==> src/rtl/shifter_pack.sv <==
// Bitstream packer: appends 1..32-bit fields into a 64-bit accumulator
// and emits packed 32-bit words, with flush of the trailing partial word.
module shifter_pack #(
  parameter bit MSB_FIRST = 1'b0
) (
  input  logic        clk,
  input  logic        resetn,
  input  logic        in_valid,
  output logic        in_ready,
  input  logic [31:0] in_data,
  input  logic [5:0]  in_len,
  input  logic        flush,
  output logic        out_valid,
  input  logic        out_ready,
  output logic [31:0] out_data,
  output logic [5:0]  out_bits,
  output logic        flush_done
);

  localparam logic [0:0] FILL  = 1'b0;
  localparam logic [0:0] DRAIN = 1'b1;

  logic [0:0]  state;
  logic [0:0]  state_nxt;
  logic [63:0] acc;
  logic [63:0] acc_nxt;
  logic [6:0]  count;
  logic [6:0]  count_nxt;
  logic        done_nxt;

  logic [5:0]  len_c;
  logic [31:0] mask;
  logic [31:0] field;
  logic [63:0] ins;
  logic [6:0]  msb_sh;
  logic        in_fire;
  logic        out_fire;

  always_comb begin
    len_c = (in_len > 6'd32) ? 6'd32 : in_len;
    if (len_c == 6'd32) begin
      mask = '1;
    end else begin
      mask = (32'd1 << len_c) - 32'd1;
    end
    field  = in_data & mask;
    msb_sh = 7'd32 - {1'b0, len_c};
    // MSB-first: left-justify the field, then slide it below held bits
    if (MSB_FIRST) begin
      ins = ({field, 32'd0} << msb_sh) >> count;
    end else begin
      ins = {32'd0, field} << count;
    end
  end

  assign in_ready  = (state == FILL) && (count < 7'd32);
  assign out_valid = (count >= 7'd32) ||
                     ((state == DRAIN) && (count != 7'd0));
  assign out_data  = MSB_FIRST ? acc[63:32] : acc[31:0];

  always_comb begin
    out_bits = 6'd0;
    if (out_valid) begin
      out_bits = (count >= 7'd32) ? 6'd32 : count[5:0];
    end
  end

  assign in_fire  = in_valid && in_ready;
  assign out_fire = out_valid && out_ready;

  always_comb begin
    acc_nxt   = acc;
    count_nxt = count;
    if (out_fire) begin
      acc_nxt   = MSB_FIRST ? (acc << 32) : (acc >> 32);
      count_nxt = count - {1'b0, out_bits};
    end else if (in_fire) begin
      acc_nxt   = acc | ins;
      count_nxt = count + {1'b0, len_c};
    end
  end

  always_comb begin
    state_nxt = state;
    done_nxt  = 1'b0;
    unique case (1'b1)
      (state == FILL) && flush: begin
        if (count_nxt == 7'd0) begin
          done_nxt = 1'b1;
        end else begin
          state_nxt = DRAIN;
        end
      end
      (state == DRAIN): begin
        if (count_nxt == 7'd0) begin
          state_nxt = FILL;
          done_nxt  = 1'b1;
        end
      end
      default: begin
        state_nxt = state;
      end
    endcase
  end

  always_ff @(posedge clk or negedge resetn) begin
    if (!resetn) begin
      acc        <= '0;
      count      <= '0;
      state      <= FILL;
      flush_done <= 1'b0;
    end else begin
      acc        <= acc_nxt;
      count      <= count_nxt;
      state      <= state_nxt;
      flush_done <= done_nxt;
    end
  end

endmodule

==> config.mk <==
export PLATFORM = sky130hd
export DESIGN_NAME = shifter_pack
export DESIGN_NICKNAME = d
export VERILOG_FILES = /design/src/rtl/shifter_pack.sv
export SDC_FILE = /design/constraint.sdc
export NUM_CORES = 1
export LEC_CHECK = 0
export ABC_AREA = 1
export ABC_CLOCK_PERIOD_IN_PS = 3600
export CAP_MARGIN = 20
export CORE_ASPECT_RATIO = 1.1
export CORE_MARGIN = 2
export CORE_UTILIZATION = 59
export DETAILED_ROUTE_END_ITERATION = 10
export HOLD_SLACK_MARGIN = 0.08
export PLACE_DENSITY = 0.83
export RECOVER_POWER = 100
export SLEW_MARGIN = 25
export SYNTH_ARGS = -nofsm -noshare
export SYNTH_HDL_FRONTEND = slang
export SYNTH_SLANG_ARGS = --single-unit
==> constraint.sdc <==
create_clock -name clk -period 3.6 [get_ports clk]
set_input_delay 0.36 -clock clk [delete_from_list [all_inputs] [get_ports clk]]
set_output_delay 0.36 -clock clk [all_outputs]
set_load 0.01 [all_outputs]
==> summary.txt, run 1 <==
Clock tree
  – Postcts setup bufs: 0
  – PostCTS Resize Cnt: 0
  – Worst-path clk slew: 0.07 ns
  – Hold-fix buffers, CTS: 0
  – Clock Sinks: 73
  – Clock Path Buffers: 2
  – Worst skew pair latency: 0.34 ns
  – CTS root buffer: clkbuf_16
  – TritonCTS buffer count: 9
  – CTS tree: built
  – H-tree Lvls: 3

Route
  – DRC violation count after routing: 0
  – DR iter-0 viols: 860
  – Final WL: 28.2 mm
  – Vias per inst: 6.08
  – Antenna Nets Post-Route: 0
  – DRT Pass-1 Iters: 7
  – DR vias: roughly 9300
  – Routed len/inst: 18.5 um

Die
  – Die H: 125 um
  – IO Count: 84
  – Effective utilization at floorplan: 59.9%
  – Core footprint: 0.0131 sq mm
  – Die width: 114 um
  – Die footprint: 0.0142 sq mm
  – FP Rows: 44

Synth
  – Largest family of logic cells by synthesized area: simple AND/OR/NAND/NOR gates
  – Avg Cell Area, Syn: slightly above 6 sq um
  – Most frequent cell after synthesis: nand2_1
  – Simple-gate portion of the synthesized area: 47.5%
  – Top cell type's share of synthesized area: between 20% and 30%
  – Post-synthesis mux area share: 0.255%
  – Post-synth top cells: nand2_1 (343), nand3_1 (292), inv_1 (134)
  – Number of synthesized register bits: 73
  – Mapped Nets: ~1300
  – Area contributors post-synth: dfrtp_1 (23%), nand3_1 (19%), nand2_1 (16%)
  – Post-Synthesis Cells: 1291
  – Post-synth EDFFs: 0
  – Area share of fa/ha/maj cells after synthesis: ~2.4%
  – Synthesized cell area: 0.00785 sq mm
  – Sequential area share after synthesis: 23.3%
  – Ys async rst share: 100%
  – Synth unique cells: 57
  – Ys flop type: dfrtp_1
  – Xor and xnor area share after synthesis: 0.112%
  – Largest area contributor in the netlist: dfrtp_1
  – Synth Area in Compound Gates: 11.9%
  – Ys Warns: 0

Placed design
  – PortBufs: 83
  – Final GP Congestion: 1.07
  – DP Wirelength: 22.3 mm
  – Post-DP Area: approximately 0.009 sq mm
  – Place WS: -0.00676 ns

Timing
  – Tcrit/Tclk final: 92.3%
  – Setup violations, final: 0
  – Final Hold Fails: 0
  – Worst hold slack: 0.477 ns
  – Max-slew headroom: -21.7%
  – Fin worst setup slack: 0.277 ns
  – Worst-Margin Slew: approximately 1.8 ns
  – Min Tclk post-route: 3.32 ns
  – Max-slew violations: 74
  – Fmax: 301 MHz
  – Post-route clock skew: 0.00795 ns

Min path
  – Hold crit path type: in2async

Run status
  – Run status: complete, but fails checks
  – Violated checks: max-capacitance violations, max-slew violations

Global route
  – Total track usage: 39.7%
  – Initial antenna violation count: 0
  – GRT Residual Overflow: 0
  – First-pass GRT wire length: 44.7 mm
  – Vias in the first global route: around 8700
  – Largest net degree at the start of global routing: 74

Layout
  – Synth-to-Final Area Change: 16.5%
  – Post-route cell area: 0.00915 sq mm
  – Antenna Cells: 0
  – Layout cell share with drive strength beyond 1: a little under an eighth
  – Layout Utilization: 69.8%
  – Fill count: 1178
  – Nets: 1413

Pwr
  – Total power: 7.60 mW
  – Max rail drop VDD: 0.00103 V
  – Lkg Pwr: 4.75 nW
  – Pwr/cell area: 831 mW/mm^2

Worst setup path
  – Worst Path Required: slightly below 4 ns
  – FF-to-FF Start: count[6]$_DFF_PN0_
  – CP max FO: 6
  – Setup crit start kind: primary input
  – CP Class: in2reg
  – Register-to-register setup slack: 0.31 ns
  – Crit end category: flop
  – R2R cell count: 15
  – R2r endpoint: flush_done$_DFF_PN0_
  – CP arrival: 3.59 ns

Run
  – Max Cap Viol: 1
-- final cells by class --
class / instances / area [sq um] / share of cell area [%]
clock buffers: 9 / 225 / 2.46
clock inverters: 7 / 62.6 / 0.684
inverters: 149 / 567 / 6.20
multi-input cells: 971 / 4920 / 53.8
flip-flops and latches: 73 / 1830 / 20.0
well taps: 161 / 201 / 2.20
repair buffers: 152 / 1350 / 14.7
-- how the worst max path moves through the flow --
stage                                   from                  end  slack, ns
after floorplan           count[1]$_DFF_PN0_      state$_DFF_PN0_       0.40
after global placement             in_len[2]  acc[26]$_DFFE_PN0P_       0.05
after detailed placement           in_len[2]  acc[16]$_DFFE_PN0P_     -0.007
after CTS                 count[6]$_DFF_PN0_      state$_DFF_PN0_       0.26
after global routing               in_len[5]  acc[29]$_DFFE_PN0P_     -0.009
final                              in_len[5]  acc[41]$_DFFE_PN0P_       0.28
-- critical path, cell delays in order --
cell and delay [ns]:
clkdlybuf4s50_1 0.46, buf_4 0.16, inv_6 0.05, nand3_1 0.10, nor2_1 0.06, nand2_1 0.07, inv_1 0.05, nand2_1 0.12
ha_1 0.20, inv_1 0.08, nor2_4 0.17, nand2_1 0.09, nor2_1 0.15, nand2_1 0.10, nor2_2 0.14, nand3_1 0.08
nand3_1 0.10, nand3_1 0.11, nand3_1 0.13, nand3_1 0.10, nand2_1 0.10, nand2_1 0.10, nand2_1 0.19, nand2_1 0.08
nand2_1 0.06, nand2_1 0.06, a21oi_1 0.13
-- registers in the layout, summed over array words and instances (netlist names) --
name        flops
count           7
acc            64
flush_done      1
state           1
-- per-stage QoR --
stage          setup TNS (ns)  instances
6_report                    0       1522
5_1_grt               -0.0139       1522
4_1_cts                     0       1522
3_5_place_dp         -0.00871       1506
3_3_place_gp                0       1506
2_1_floorplan               0       1291
-- cells in the final DEF, fill, tap and decap left out, drive strengths merged, types with 12 or more instances in the layout --
master and count:
nor3 13, inv 150, dfrtp 73, dlygate4sd3 35, buf 69, ha 12
nand3 301, a21oi 61, nand2 352, clkdlybuf4s50 46, o21ai 45, o211ai 12
nor2 98, nand4 23
-- routing by layer --
layer	GRT usage [%]	vias to the layer above	wire length, um
met3	5.43	118	2260
met1	50.5	4224	11100
met2	65.1	533	13200
met5	0	-	0
met4	21.3	0	1660
li1	-	4386	-
-- report_power, final --
group / total (mW) / internal, mW / switching (mW)
sequential: 1.31 / 1.13 / 0.184
combinational: 5.41 / 1.80 / 3.62
clock: 0.879 / 0.481 / 0.398
total: 7.60 / 3.41 / 4.20
-- cell families after synthesis --
group	Yosys count
multiplexers	2
AND/OR/NAND/NOR	801
adder cells (fa/ha/maj)	14
AO/OA/AOI/OAI	153
flip-flops	73
XOR/XNOR	1
buffers and inverters	247
Power figures use the tool's default switching activity.
==> run 2, diff against run 1 <==
--- a/config.mk
+++ b/config.mk
@@ -8,12 +8,14 @@
 export ABC_AREA = 1
 export ABC_CLOCK_PERIOD_IN_PS = 3600
 export CAP_MARGIN = 20
+export CELL_PAD_IN_SITES_DETAIL_PLACEMENT = 0
+export CELL_PAD_IN_SITES_GLOBAL_PLACEMENT = 1
 export CORE_ASPECT_RATIO = 1.1
 export CORE_MARGIN = 2
-export CORE_UTILIZATION = 59
+export CORE_UTILIZATION = 41
 export DETAILED_ROUTE_END_ITERATION = 10
 export HOLD_SLACK_MARGIN = 0.08
-export PLACE_DENSITY = 0.83
+export PLACE_DENSITY_LB_ADDON = 0.1
 export RECOVER_POWER = 100
 export SLEW_MARGIN = 25
 export SYNTH_ARGS = -nofsm -noshare
==> run 2 against run 1 <==
The run still ends with max-capacitance violations, max-slew violations left. Cell count increased by 7.8%. Utilization down 20 points. Design area increased by 4.1%. Wire length rose by 7.1%. Total power rose by 2.8%. Hold slack better by 0.016 ns. Critical path type is now reg2reg. Critical endpoint is now flush_done$_DFF_PN0_.
==> summary.txt, run 2 (synthesized netlist as in run 1, its figures left out) <==
Layout
  – Largest reg by FF count: acc
  – Max reg flops: 64 (unchanged)
  – Fill count: 2044 (+74%)
  – Biggest regs: acc x64, count x7
  – Nets: 1446 (+2.3%)
  – Synth-to-Final Area Change: 21.3%
  – Antenna Cells: 0 (unchanged)
  – Most frequent cells in the layout: nand2_1 (342), nand3_1 (293), inv_1 (135)
  – Layout Utilization: 50.2% (-20 points)
  – Most common cell after layout, fill and taps aside: nand2_1
  – Layout cell share with drive strength beyond 1: 13.4% (+1.9 points)

Timing
  – Setup violations, final: 0 (unchanged)
  – Final Hold Fails: 0 (unchanged)
  – Fmax: 297 MHz (-1.4%)
  – Post-route clock skew: 0.00969 ns (+0.00174 ns)
  – Min Tclk post-route: 3.37 ns (+0.0461 ns)
  – RSZ-0062 raised after global routing: no
  – Worst hold slack: 0.492 ns (+0.0156 ns)
  – Max-slew headroom: -27.4% (-5.7 points)
  – Worst-Margin Slew: 1.91 ns (+0.0854 ns)
  – Max-slew violations: 74 (unchanged)
  – Tcrit/Tclk final: 93.6% (+1.3 points)

Worst setup path
  – CP arrival: 3.66 ns (+0.07 ns)
  – R2r endpoint: flush_done$_DFF_PN0_
  – R2R cell count: 16 (+1)
  – Crit end category: flop
  – Worst setup path startpoint: count[6]$_DFF_PN0_
  – CP max FO: 5 (-1)
  – Register-to-register setup slack: 0.23 ns (-0.08 ns)
  – Worst Path Required: 3.89 ns (+0.02 ns)
  – FF-to-FF Start: count[6]$_DFF_PN0_
  – Setup crit start kind: flop
  – CP Class: reg2reg

Run
  – Max Cap Viol: 1 (unchanged)

Min path
  – Worst Hold Depth: 2
  – Hold_sp: acc[48]$_DFFE_PN0P_
  – Hold EP: acc[16]$_DFFE_PN0P_
  – Hold crit path type: reg2reg

Route
  – Routed len/inst: 18.4 um (-0.66%)
  – Antenna Nets Post-Route: 0 (unchanged)
  – Vias per inst: 5.40 (-11%)
  – DRT Pass-1 Iters: 6 (-1)
  – DR vias: 8855 (-4.4%)
  – DR iter-0 viols: 676 (-21%)
  – DRC violation count after routing: 0 (unchanged)
  – Final WL: 30.2 mm (+7.1%)

Pwr
  – Lkg Pwr: 4.93 nW (+3.8%)
  – Total power: 7.82 mW (+2.8%)
  – Max rail drop VDD: 0.000693 V (-33%)
  – Pwr/cell area: 821 mW/mm^2 (-1.2%)

Clock tree
  – Worst skew pair latency: 0.35 ns (about the same)
  – CTS tree: built
  – CTS root buffer: clkbuf_16
  – H-tree Lvls: 3 (unchanged)
  – Worst-path clk slew: 0.07 ns (about the same)
  – Clock Path Buffers: 2 (unchanged)
  – TritonCTS buffer count: 9 (unchanged)
  – Clock Sinks: 73 (unchanged)

Global route
  – Largest net degree at the start of global routing: 74 (unchanged)
  – GRT Residual Overflow: 0 (unchanged)
  – Total track usage: 30.3% (-9.4 points)
  – Initial antenna violation count: 0 (unchanged)
  – Vias in the first global route: 8291 (-4.4%)
  – First-pass GRT wire length: 46.8 mm (+4.6%)

Die
  – Die width: 136 um (+19%)
  – Effective utilization at floorplan: 41.4% (-19 points)
  – FP Rows: 53 (+20%)
  – Die H: 149 um (+19%)
  – Die footprint: 0.0203 sq mm (+42%)
  – IO Count: 84 (unchanged)
  – Core footprint: 0.0190 sq mm (+45%)

Placed design
  – DP Wirelength: 24.3 mm (+8.8%)
  – Final GP Congestion: 1.03 (-3.2%)
  – PortBufs: 83 (unchanged)

Run status
  – Violated checks: max-capacitance violations, max-slew violations
  – Run status: complete, but fails checks
## run 2: cell types whose count changed in the layout (fill, tap and decap cells not counted), sizes merged
cell           before  now
dlymetal6s2s        1    2
clkinvlp            3    2
clkinv              3    5
clkbuf             10   19
dlygate4sd3        35   41
clkdlybuf4s50      46   40
inv               150  149
buf                69   92
## run 2: where the power goes
part	internal, mW	switching, mW	leakage [nW]	total, mW
Clock	0.482	0.420	0.136	0.902
Sequential	1.13	0.168	0.982	1.30
Combinational	1.90	3.72	3.81	5.62
## run 2: worst max path at each step
stage,to
after floorplan,state$_DFF_PN0_
after global placement,acc[30]$_DFFE_PN0P_
after detailed placement,acc[27]$_DFFE_PN0P_
after CTS,flush_done$_DFF_PN0_
after global routing,acc[30]$_DFFE_PN0P_
final,flush_done$_DFF_PN0_
## run 2: metrics by stage
stage	setup slack [ns]	setup TNS, ns	instances	cell area, sq um
5_1_grt	0.00603	0	1641	9520
2_1_floorplan	0.402	0	1291	7850
3_5_place_dp	-0.144	-3.51	1621	9180
3_3_place_gp	-0.107	-1.71	1621	9180
6_report	0.231	0	1641	9520
4_1_cts	0.160	0	1637	9470
## run 2: area by class of cell
type | instances | area, sq um | share of cell area [%]
multi-input combinational | 971 | 4910 | 51.6
sequential | 73 | 1830 | 19.2
clock inverter | 7 | 63.8 | 0.670
timing repair buffer | 185 | 1620 | 17.0
inverter | 149 | 567 | 5.95
tap | 247 | 309 | 3.25
clock buffer | 9 | 225 | 2.37
## run 2: worst max-delay path, cell delays in order, from the launching register on
cell and delay (ns):
dfrtp_1 0.43, nor2_4 0.11, inv_2 0.06, nor2_4 0.10
inv_1 0.12, o41ai_4 0.51, nor3_1 0.12, ha_1 0.25
fa_1 0.44, o41ai_2 0.36, xor2_1 0.11, nand2_1 0.07
nand2_1 0.08, nor3_2 0.25, buf_4 0.17, nand2_1 0.05
nor2_1 0.09
## run 2: metal layers
| layer | vias up | routed length, um | global-route usage, % |
|---|---|---|---|
| li1 | 4455 | - | - |
| met1 | 4108 | 13300 | 39.8 |
| met2 | 240 | 14400 | 50.1 |
| met3 | 52 | 1230 | 3.87 |
| met4 | 0 | 1250 | 13.0 |
| met5 | - | 0 | 0 |
## run 2: timing repair
action | CTS | global route
buffers inserted | 0 | 3
setup endpoints to repair | 0 | 33
gates resized for setup | 0 | 9
hold buffers | 0 | 1
hold endpoints to repair | 0 | 1
==> run 3, diff against run 2 <==
--- a/config.mk
+++ b/config.mk
@@ -6,18 +6,18 @@
 export NUM_CORES = 1
 export LEC_CHECK = 0
 export ABC_AREA = 1
-export ABC_CLOCK_PERIOD_IN_PS = 3600
+export ABC_CLOCK_PERIOD_IN_PS = 4200
 export CAP_MARGIN = 20
 export CELL_PAD_IN_SITES_DETAIL_PLACEMENT = 0
 export CELL_PAD_IN_SITES_GLOBAL_PLACEMENT = 1
 export CORE_ASPECT_RATIO = 1.1
 export CORE_MARGIN = 2
-export CORE_UTILIZATION = 41
+export CORE_UTILIZATION = 44
+export CTS_CLUSTER_DIAMETER = 200
 export DETAILED_ROUTE_END_ITERATION = 10
 export HOLD_SLACK_MARGIN = 0.08
 export PLACE_DENSITY_LB_ADDON = 0.1
 export RECOVER_POWER = 100
-export SLEW_MARGIN = 25
 export SYNTH_ARGS = -nofsm -noshare
 export SYNTH_HDL_FRONTEND = slang
 export SYNTH_SLANG_ARGS = --single-unit
==> constraint.sdc (replaced) <==
create_clock -name clk -period 4.2 [get_ports clk]
set_input_delay 0.42 -clock clk [delete_from_list [all_inputs] [get_ports clk]]
set_output_delay 0.42 -clock clk [all_outputs]
set_load 0.01 [all_outputs]
==> run 3 against run 2 <==
The run still ends with max-capacitance violations, max-slew violations left. Utilization rose by 0.30 points. Sequential power fell by 14%. Setup slack improved by 0.29 ns. Combinational power fell by 19%. Via count fell by 1.1%. Critical path type unchanged. Non-clock buffer count fell by 71. Clock-buffer cell count did not move.
==> summary.txt, run 3 (synthesized netlist as in run 1, its figures left out) <==
Timing
  – Max-slew violations: 74 (unchanged)
  – Worst-Margin Slew: 1.87 ns (-0.0448 ns)
  – Min Tclk post-route: 3.68 ns (+0.308 ns)
  – Tcrit/Tclk final: 87.5% (-6.0 points)
  – Post-route clock skew: 0.0148 ns (+0.00513 ns)
  – Fmax: 272 MHz (-8.4%)
  – Worst hold slack: 0.496 ns (+0.00413 ns)
  – Max-slew headroom: -24.4% (+3.0 points)
  – Setup violations, final: 0 (unchanged)
  – Final Hold Fails: 0 (unchanged)
  – Post-route setup TNS: 0 ns (unchanged)
  – RSZ-0062 raised after global routing: no

Run status
  – Violated checks: max-capacitance violations, max-slew violations
  – Run status: complete, but fails checks

Placed design
  – PortBufs: 83 (unchanged)
  – Final GP Congestion: 1.01 (-2.3%)
  – DP Wirelength: 23.7 mm (-2.2%)

Worst setup path
  – Worst Path Required: 4.44 ns (+0.55 ns)
  – CP Class: reg2reg
  – Crit end category: flop
  – CP arrival: 3.92 ns (+0.26 ns)
  – Setup crit start kind: flop
  – CP max FO: 19 (+14)

Route
  – Vias per inst: 5.61 (+3.9%)
  – Antenna Nets Post-Route: 0 (unchanged)
  – DRC violation count after routing: 0 (unchanged)
  – Routed len/inst: 19.0 um (+3.4%)
  – Final WL: 29.7 mm (-1.7%)
  – DR iter-0 viols: 636 (-5.9%)
  – DRT Pass-1 Iters: 6 (unchanged)
  – DR vias: 8756 (-1.1%)

Layout
  – Max reg flops: 64 (unchanged)
  – Synth-to-Final Area Change: 13.3%
  – Antenna Cells: 0 (unchanged)
  – Nets: 1375 (-4.9%)
  – Most frequent cells in the layout: nand2_1 (344), nand3_1 (293), inv_1 (135)
  – Biggest regs: acc x64, count x7
  – Layout cell share with drive strength beyond 1: 8.09% (-5.3 points)
  – Fill count: 1935 (-5.3%)
  – Largest reg by FF count: acc
  – Most common cell after layout, fill and taps aside: nand2_1

Clock tree
  – Worst skew pair latency: 0.35 ns (about the same)
  – Clock Path Buffers: 2 (unchanged)
  – Hold-fix buffers, CTS: 0 (unchanged)
  – CTS tree: built
  – Postcts setup bufs: 0 (unchanged)
  – TritonCTS buffer count: 9 (unchanged)
  – CTS root buffer: clkbuf_16
  – PostCTS Resize Cnt: 0 (unchanged)
  – Clock Sinks: 73 (unchanged)
  – Worst-path clk slew: 0.07 ns (about the same)
  – H-tree Lvls: 3 (unchanged)

Global route
  – Initial antenna violation count: 0 (unchanged)
  – Largest net degree at the start of global routing: 74 (unchanged)
  – First-pass GRT wire length: 47.1 mm (+0.74%)
  – Total track usage: 31.9% (+1.6 points)
  – Vias in the first global route: 8377 (+1.0%)
  – GRT Residual Overflow: 0 (unchanged)

Die
  – Effective utilization at floorplan: 44.6% (+3.2 points)
  – Die footprint: 0.0189 sq mm (-6.6%)
  – IO Count: 84 (unchanged)
  – FP Rows: 51 (-3.8%)
  – Core footprint: 0.0176 sq mm (-7.1%)
  – Die width: 131 um (-3.4%)
  – Die H: 144 um (-3.4%)

Pwr
  – Max rail drop VDD: 0.000363 V (-48%)
  – Pwr/cell area: 723 mW/mm^2 (-12%)
  – Lkg Pwr: 4.55 nW (-7.7%)

Run
  – Max Cap Viol: 1 (unchanged)

Min path
  – Hold crit path type: reg2reg
-- run 3: changes by cell type in the layout (fill, tap and decap cells not counted), moves of 3 or more --
cell / previous run / this run
clkbuf_4: 7 / 0
o21ai_1: 9 / 4
o21ai_0: 35 / 40
dlygate4sd3_1: 41 / 38
buf_4: 90 / 29
clkdlybuf4s50_1: 40 / 44
-- run 3: stage by stage --
stage	instances	cell area, sq um	utilization [%]	setup slack, ns	total power [mW]
3_3_place_gp	1545	8640	49.0	0.392	5.67
5_1_grt	1561	8890	50.5	0.167	6.98
4_1_cts	1561	8920	50.7	0.670	6.46
3_5_place_dp	1545	8640	49.0	0.396	5.68
2_1_floorplan	1291	7850	-	1.00	4.30
6_report	1561	8890	50.5	0.523	6.43
-- run 3: critical path, cell delays in order, from the launching register on --
cell	delay, ns
dfrtp_1	0.42
nor2_1	0.17
inv_2	0.14
nor2_4	0.21
inv_2	0.21
o41ai_4	0.38
nand2_1	0.13
nand2_1	0.31
nand2_1	0.12
inv_1	0.10
clkbuf_1	0.80
a21oi_1	0.14
o31ai_1	0.19
nor4_1	0.12
nand2_1	0.08
nor2_1	0.04
-- run 3: worst paths after layout --
path | startpoint | to | slack [ns] | cells after the start
max | count[6]$_DFF_PN0_ | flush_done$_DFF_PN0_ | 0.52 | 15
min | acc[58]$_DFFE_PN0P_ | acc[26]$_DFFE_PN0P_ | 0.50 | 2
max reg2reg | count[6]$_DFF_PN0_ | flush_done$_DFF_PN0_ | 0.52 | 15
min reg2reg | acc[58]$_DFFE_PN0P_ | acc[26]$_DFFE_PN0P_ | 0.50 | 2
max in group asynchronous | resetn | acc[56]$_DFFE_PN0P_ | 2.51 | 1
min in group asynchronous | resetn | acc[8]$_DFFE_PN0P_ | 0.57 | 1
-- run 3: cell type report --
class	count	area (sq um)	share of cell area, %
Clock buffer	9	225	2.53
Timing Repair Buffer	114	1050	11.8
Clock inverter	7	60.1	0.675
Tap cell	238	298	3.35
Multi-Input combinational cell	971	4870	54.7
Inverter	149	567	6.37
Sequential cell	73	1830	20.5
-- run 3: layer usage --
metal  part of all wire (%)  GRT usage, %  wire (um)  up-vias
met5                      0             0          0        -
met4                    4.7          14.7       1380        0
met3                    4.4          3.89       1310       66
met2                     47          54.4      14000      285
met1                     44          40.7      13000     4095
li1                       -             -          -     4310
-- run 3: where the power goes --
group,switching [mW],internal [mW]
clock network,0.353,0.411
logic,3.10,1.45
registers,0.150,0.968
total,3.61,2.83
